`config.mk`:
```
export PLATFORM = sky130hd
export DESIGN_NAME = alu_seq_flat
export DESIGN_NICKNAME = d
export VERILOG_FILES = /design/src/rtl/alu_seq_if.sv /design/src/rtl/alu_seq.sv /design/src/flat_wrapper.sv
export SDC_FILE = /design/constraint.sdc
export NUM_CORES = 1
export LEC_CHECK = 0
export ABC_CLOCK_PERIOD_IN_PS = 5290
export CAP_MARGIN = 30
export CORE_MARGIN = 2
export CORE_UTILIZATION = 50
export DETAILED_ROUTE_END_ITERATION = 10
export PLACE_DENSITY = 0.71
export SLEW_MARGIN = 20
export SYNTH_ARGS = -nofsm -noshare
export SYNTH_HDL_FRONTEND = slang
export SYNTH_SLANG_ARGS = --single-unit
```
`constraint.sdc`:
```
create_clock -name clk -period 5.29 [get_ports clk]
set_input_delay 0.529 -clock clk [delete_from_list [all_inputs] [get_ports clk]]
set_output_delay 0.529 -clock clk [all_outputs]
set_load 0.01 [all_outputs]
```
`src/rtl/alu_seq_if.sv`:
```
// Control-unit <-> ALU bundle: issue strobe, opcode, operand and the result/status lines.
// Latency: none (wires only).
// Backpressure: control unit holds off issuing while busy is high; done marks each commit.
interface alu_seq_if #(
    parameter int WIDTH = 8
);
    logic             start;
    logic [3:0]       op;
    logic [WIDTH-1:0] operand;
    logic [WIDTH-1:0] acc;
    logic [WIDTH-1:0] acc_hi;
    logic [3:0]       flags;
    logic             busy;
    logic             done;

    // Control unit side: issues ops, observes results.
    modport master (
        output start, op, operand,
        input  acc, acc_hi, flags, busy, done
    );

    // ALU side.
    modport slave (
        input  start, op, operand,
        output acc, acc_hi, flags, busy, done
    );
endinterface

```
`src/rtl/alu_seq.sv`:
```
// Multi-cycle accumulator ALU: add/sub/logic/load, bit-serial shifts, iterative unsigned multiply.
// Latency: 1 cycle for simple ops, n+1 for an n-bit shift, WIDTH+1 for MUL (done in the cycle after commit).
// Backpressure: start is ignored while busy; no queuing, back-to-back issue allowed in the done cycle.
module alu_seq #(
    parameter int WIDTH   = 8,
    parameter int SH_BITS = $clog2(WIDTH)
) (
    input logic      clk,
    input logic      arst,
    alu_seq_if.slave bus
);
    localparam int CW = SH_BITS + 1;

    localparam logic [3:0] OP_ADD  = 4'd0;
    localparam logic [3:0] OP_ADDC = 4'd1;
    localparam logic [3:0] OP_SUB  = 4'd2;
    localparam logic [3:0] OP_SUBC = 4'd3;
    localparam logic [3:0] OP_NOR  = 4'd4;
    localparam logic [3:0] OP_NAND = 4'd5;
    localparam logic [3:0] OP_XOR  = 4'd6;
    localparam logic [3:0] OP_XNOR = 4'd7;
    localparam logic [3:0] OP_LOAD = 4'd8;
    localparam logic [3:0] OP_SHL  = 4'd9;
    localparam logic [3:0] OP_SHR  = 4'd10;
    localparam logic [3:0] OP_ASR  = 4'd11;
    localparam logic [3:0] OP_MUL  = 4'd12;

    typedef enum logic [1:0] {IDLE, SHIFT, MUL} state_t;

    state_t             state;
    logic [WIDTH-1:0]   acc_r, acc_hi_r, work, mplier;
    logic [2*WIDTH-1:0] mcand, prod;
    logic [3:0]         flags_r;
    logic               busy_r, done_r;
    logic [CW-1:0]      cnt;
    logic [1:0]         sh_kind;

    logic [WIDTH:0]     addsub;
    logic [WIDTH-1:0]   sc_acc;
    logic [3:0]         sc_flags;
    logic               upd_zn;
    logic               is_shift, is_mul;
    logic [SH_BITS-1:0] n;
    logic [WIDTH-1:0]   work_nx;
    logic               sh_out;
    logic [2*WIDTH-1:0] prod_nx;

    assign bus.acc    = acc_r;
    assign bus.acc_hi = acc_hi_r;
    assign bus.flags  = flags_r;
    assign bus.busy   = busy_r;
    assign bus.done   = done_r;

    // Result of an op that commits on its issue edge (also zero-length shifts).
    always_comb begin
        sc_acc   = acc_r;
        sc_flags = flags_r;
        addsub   = '0;
        upd_zn   = 1'b1;
        n        = bus.operand[SH_BITS-1:0];
        is_shift = (bus.op == OP_SHL) || (bus.op == OP_SHR) || (bus.op == OP_ASR);
        is_mul   = (bus.op == OP_MUL);
        case (bus.op)
            OP_ADD, OP_ADDC: begin
                addsub = {1'b0, acc_r} + {1'b0, bus.operand}
                       + {{WIDTH{1'b0}}, (bus.op == OP_ADDC) & flags_r[0]};
                sc_acc      = addsub[WIDTH-1:0];
                sc_flags[0] = addsub[WIDTH];
                sc_flags[1] = (acc_r[WIDTH-1] == bus.operand[WIDTH-1])
                            && (addsub[WIDTH-1] != acc_r[WIDTH-1]);
            end
            OP_SUB, OP_SUBC: begin
                // Bit WIDTH of the widened difference is the borrow.
                addsub = {1'b0, acc_r} - {1'b0, bus.operand}
                       - {{WIDTH{1'b0}}, (bus.op == OP_SUBC) & flags_r[0]};
                sc_acc      = addsub[WIDTH-1:0];
                sc_flags[0] = addsub[WIDTH];
                sc_flags[1] = (acc_r[WIDTH-1] != bus.operand[WIDTH-1])
                            && (addsub[WIDTH-1] != acc_r[WIDTH-1]);
            end
            OP_NOR:  sc_acc = ~(acc_r | bus.operand);
            OP_NAND: sc_acc = ~(acc_r & bus.operand);
            OP_XOR:  sc_acc = acc_r ^ bus.operand;
            OP_XNOR: sc_acc = ~(acc_r ^ bus.operand);
            OP_LOAD: begin
                sc_acc = bus.operand;
                upd_zn = 1'b0;
            end
            OP_SHL, OP_SHR, OP_ASR: sc_acc = acc_r;
            default: upd_zn = 1'b0;
        endcase
        if (upd_zn) begin
            sc_flags[2] = (sc_acc == '0);
            sc_flags[3] = sc_acc[WIDTH-1];
        end
    end

    // One-bit shift step and one shift-add multiply step.
    always_comb begin
        case (sh_kind)
            2'b01: begin
                work_nx = {work[WIDTH-2:0], 1'b0};
                sh_out  = work[WIDTH-1];
            end
            2'b10: begin
                work_nx = {1'b0, work[WIDTH-1:1]};
                sh_out  = work[0];
            end
            default: begin
                work_nx = {work[WIDTH-1], work[WIDTH-1:1]};
                sh_out  = work[0];
            end
        endcase
        prod_nx = prod + (mplier[0] ? mcand : '0);
    end

    // Control FSM and architectural registers; results land only on the commit edge.
    always_ff @(posedge clk) begin
        if (arst) begin
            state    <= IDLE;
            acc_r    <= '0;
            acc_hi_r <= '0;
            flags_r  <= '0;
            busy_r   <= 1'b0;
            done_r   <= 1'b0;
            work     <= '0;
            mplier   <= '0;
            mcand    <= '0;
            prod     <= '0;
            cnt      <= '0;
            sh_kind  <= '0;
        end else begin
            done_r <= 1'b0;
            case (state)
                IDLE: begin
                    if (bus.start) begin
                        if (is_mul) begin
                            mcand  <= {{WIDTH{1'b0}}, acc_r};
                            mplier <= bus.operand;
                            prod   <= '0;
                            cnt    <= CW'(WIDTH);
                            busy_r <= 1'b1;
                            state  <= MUL;
                        end else if (is_shift && (n != '0)) begin
                            work    <= acc_r;
                            cnt     <= {1'b0, n};
                            sh_kind <= bus.op[1:0];
                            busy_r  <= 1'b1;
                            state   <= SHIFT;
                        end else begin
                            acc_r   <= sc_acc;
                            flags_r <= sc_flags;
                            done_r  <= 1'b1;
                        end
                    end
                end
                SHIFT: begin
                    work <= work_nx;
                    cnt  <= cnt - CW'(1);
                    if (cnt == CW'(1)) begin
                        acc_r   <= work_nx;
                        flags_r <= {work_nx[WIDTH-1], (work_nx == '0), flags_r[1], sh_out};
                        busy_r  <= 1'b0;
                        done_r  <= 1'b1;
                        state   <= IDLE;
                    end
                end
                MUL: begin
                    prod   <= prod_nx;
                    mcand  <= mcand << 1;
                    mplier <= mplier >> 1;
                    cnt    <= cnt - CW'(1);
                    if (cnt == CW'(1)) begin
                        acc_r    <= prod_nx[WIDTH-1:0];
                        acc_hi_r <= prod_nx[2*WIDTH-1:WIDTH];
                        flags_r  <= {prod_nx[2*WIDTH-1], (prod_nx == '0), flags_r[1],
                                     (prod_nx[2*WIDTH-1:WIDTH] != '0)};
                        busy_r   <= 1'b0;
                        done_r   <= 1'b1;
                        state    <= IDLE;
                    end
                end
                default: state <= IDLE;
            endcase
        end
    end
endmodule

```
`src/flat_wrapper.sv`:
```
// flat-port wrapper written by rule: the top's interface ports become plain ports
module alu_seq_flat 
#(
    parameter int WIDTH   = 8,
    parameter int SH_BITS = $clog2(WIDTH)
)
  (clk, arst, bus_start, bus_op, bus_operand, bus_acc, bus_acc_hi, bus_flags, bus_busy, bus_done);
  alu_seq_if #(.WIDTH(WIDTH)) bus_i ();
  input logic clk;
  input logic arst;
  input wire logic [$bits(bus_i.start)-1:0] bus_start;
  input wire logic [$bits(bus_i.op)-1:0] bus_op;
  input wire logic [$bits(bus_i.operand)-1:0] bus_operand;
  output wire logic [$bits(bus_i.acc)-1:0] bus_acc;
  output wire logic [$bits(bus_i.acc_hi)-1:0] bus_acc_hi;
  output wire logic [$bits(bus_i.flags)-1:0] bus_flags;
  output wire logic [$bits(bus_i.busy)-1:0] bus_busy;
  output wire logic [$bits(bus_i.done)-1:0] bus_done;
  assign bus_i.start = bus_start;
  assign bus_i.op = bus_op;
  assign bus_i.operand = bus_operand;
  assign bus_acc = bus_i.acc;
  assign bus_acc_hi = bus_i.acc_hi;
  assign bus_flags = bus_i.flags;
  assign bus_busy = bus_i.busy;
  assign bus_done = bus_i.done;
  alu_seq #(.WIDTH(WIDTH), .SH_BITS(SH_BITS)) u_core (.clk(clk), .arst(arst), .bus(bus_i));
endmodule
```
==> flow_metrics.env <==
export IMPL_outcome="complete, no violations"
export IMPL_finalHoldViolCount=0
export IMPL_period_share_pct=77.08
export IMPL_cts_resized_gates=0
export IMPL_clkLatencyLatePin_ns=0.34
export IMPL_ctsHoldBuffers=0
export IMPL_vdd_drop_max_mv=0.1869
export IMPL_routed_wl_mm=17.79
export IMPL_grt_pass1_wl_mm=28.94
export IMPL_die_width_um=113.7
export IMPL_yosysUniqueCellTypes=69
export IMPL_critPathRequiredTime_ns=5.56
export IMPL_cts_buffer_depth=2
export IMPL_hp_class="reg -> reg"
export IMPL_htree_levels=3
export IMPL_stdcell_count=958
export IMPL_antenna_found_initial=0
export IMPL_diodes=0
export IMPL_setup_viol_count_final=0
export IMPL_cts_num_sinks=78
export IMPL_crit_start="u_core.mplier[0]"
export IMPL_synth_ff_type="dfxtp_1"
export IMPL_period_needed_ns=4.077
export IMPL_skew_ns=0.005946
export IMPL_placed_area_sq_um=6510
export IMPL_placementRows=40
export IMPL_multiInputGateArea_sq_um=4134
export IMPL_drive_gt1_share_pct=6.042
export IMPL_worstPathMaxFanout=17
export IMPL_hold_ws_ns=0.4527
export IMPL_die_area_sq_um=12930
export IMPL_synth_edf_count=0
export IMPL_place_congestion=0.9093
export IMPL_antenna_left=0
export IMPL_synth_net_count=866
export IMPL_post_cts_buffers=0
export IMPL_grt_max_degree=47
export IMPL_syn_to_final_growth_pct=12.70
export IMPL_yosys_warnings=0
export IMPL_drt_iter0_markers=494
export IMPL_whs_path_depth=2
export IMPL_cap_viol_max_count=0
export IMPL_maxClockFrequency_mhz=245.3
export IMPL_io_buffer_count=36
export IMPL_cts_tree="built"
export IMPL_avgSynthCellArea_sq_um=7.591
export IMPL_fill_cells=1118
export IMPL_slew_viol_final=0
export IMPL_via_per_inst=6.162
export IMPL_grt_pass1_vias=5625
export IMPL_start_kind="flip-flop"
export IMPL_dp_cells=943
export IMPL_rsz0062_at_grt="no"
export IMPL_wire_per_inst_um=18.57
export IMPL_pin_count=37
export IMPL_yosysTopAreaCellShare_pct=25.94
export IMPL_r2r_cells=11
export IMPL_path_clk_slew_ns=0.06
export IMPL_cp_arrival_ns=4.34
export IMPL_dr_total_vias=5903
export IMPL_timing_rr_start="u_core.mplier[0]"
export IMPL_min_from="u_core.prod[4]"
export IMPL_synthTopCellsByArea="dfxtp_1 26%, ha_1 11%, a21oi_1 7.5%"
export IMPL_tns_ns=0
export IMPL_cts_made_buffers=9
export IMPL_start_util_pct=50.75
export IMPL_synth_most_common_cell="a21oi_1"
export IMPL_syn_inst=793
export IMPL_drc=0
export IMPL_endpoint_kind="flip-flop"
export IMPL_pwr_density_cell_nw_per_um2=237.1
export IMPL_fin_area_sq_um=6784
export IMPL_p_leak_nw=2.599
export IMPL_synth_seq_cells=78
export IMPL_overflow=0
export IMPL_core_area_sq_um=11860
export IMPL_synth_area_sq_um=6020
export IMPL_ys_async_sr_fraction_pct=0
export IMPL_drt_pass1_iter_count=5
export IMPL_nets=880
export IMPL_root_buffer="clkbuf_16"
export IMPL_die_h_um=113.7
export IMPL_timing_slew_headroom_pct=48.27
export IMPL_hpwl_mm=13.14
export IMPL_grt_use_total_pct=27.91
export IMPL_yosysTopAreaCell="dfxtp_1"
export IMPL_crit_type="reg -> reg"
export IMPL_seqCellArea_sq_um=1562
export IMPL_yosysSeqAreaShare_pct=25.94
export IMPL_ys_top_cells_by_count="90 x a21oi_1, 83 x nor2_1, 80 x nand2_1"
export IMPL_worst_pin_slew_ns=0.7743
## final cells by class
cell class	instances	share of cell area [%]
Tap cell	147	2.711
Sequential cell	78	23.02
Multi-Input combinational cell	626	60.94
Clock inverter	5	0.5164
Timing Repair Buffer	48	6.861
Clock buffer	10	3.523
Inverter	44	2.435
## worst max-delay path: stages (launching register included)
cell and delay (ns):
dfxtp_1 0.50, and2_1 0.25, ha_1 0.25, fa_1 0.47, a21o_1 0.24, a221oi_2 0.29, a21oi_1 0.13, xnor2_1 0.39
or3b_1 0.38, or4_1 0.44, or4_1 0.51, a31oi_1 0.16
## metal layers
metal  part of all wire [%]  GRT usage (%)  routed length [um]
met1                     47          39.10                8342
met2                     45          44.23                8054
met3                    6.6          5.367                1168
met4                    1.3          7.317                 229
met5                      0              0                   0
## registers in the layout (all words and copies together) (netlist names), 2 cells and up
register           cells
u_core.mcand          16
u_core.prod           16
u_core.sh_kind         2
u_core.mplier          8
u_core.bus.acc         8
u_core.state           2
u_core.work            8
u_core.bus.acc_hi      8
u_core.cnt             4
u_core.bus.flags       4
## kinds of logic (layout without fill, tap and decap cells)
logic type | Yosys count | in the layout | synth area share [%]
mux | 23 | 23 | 3.845
xor+xnor | 28 | 28 | 4.074
flops | 78 | 78 | 25.94
fa+ha+maj | 58 | 58 | 12.68
simple gates | 279 | 279 | 22.01
buf+inv | 89 | 107 | 5.716
compound gates | 238 | 238 | 25.73
## report_power, final
part | internal, mW | switching (mW)
Clock | 0.329 | 0.253
Sequential | 0.605 | 0.0311
Combinational | 0.161 | 0.231
## worst paths after layout
| check | end | slack [ns] |
|---|---|---|
| max reg2reg | u_core.bus.flags[2] | 1.21 |
| min reg2reg | u_core.prod[4] | 0.45 |
| max | u_core.bus.flags[2] | 1.21 |
| min | u_core.prod[4] | 0.45 |
## cell usage in the layout, fill, tap and decap left out, drive strengths merged, types with 5 or more instances in the layout
cell type and instances:
buf 13, fa 5, a21o 11, nand3 25, mux2i 22, xor2 14, o21ai 30, clkdlybuf4s50 35
and2 20, nor3 18, clkbuf 10, inv 44, nand2 80, o211ai 6, o22ai 5, nor2 83
nand2b 6, o21a 5, a22oi 10, and3 5, o31ai 8, ha 53, a31oi 7, or4 6
dfxtp 78, nor4 6, a22o 5, a211oi 26, or2 8, nor2b 6, a21oi 91, xnor2 14
## per-stage QoR
| stage | setup slack, ns | total power, mW | utilization [%] |
|---|---|---|---|
| 4_1_cts | 1.245 | 1.612 | 57.19 |
| 3_5_place_dp | 0.9643 | 1.032 | 54.88 |
| 5_1_grt | 0.9989 | 1.682 | 57.19 |
| 2_1_floorplan | 1.314 | 0.9062 | - |
| 3_3_place_gp | 1.082 | 1.029 | 54.59 |
| 6_report | 1.213 | 1.608 | 57.19 |
(Power assumes the default switching activity.)
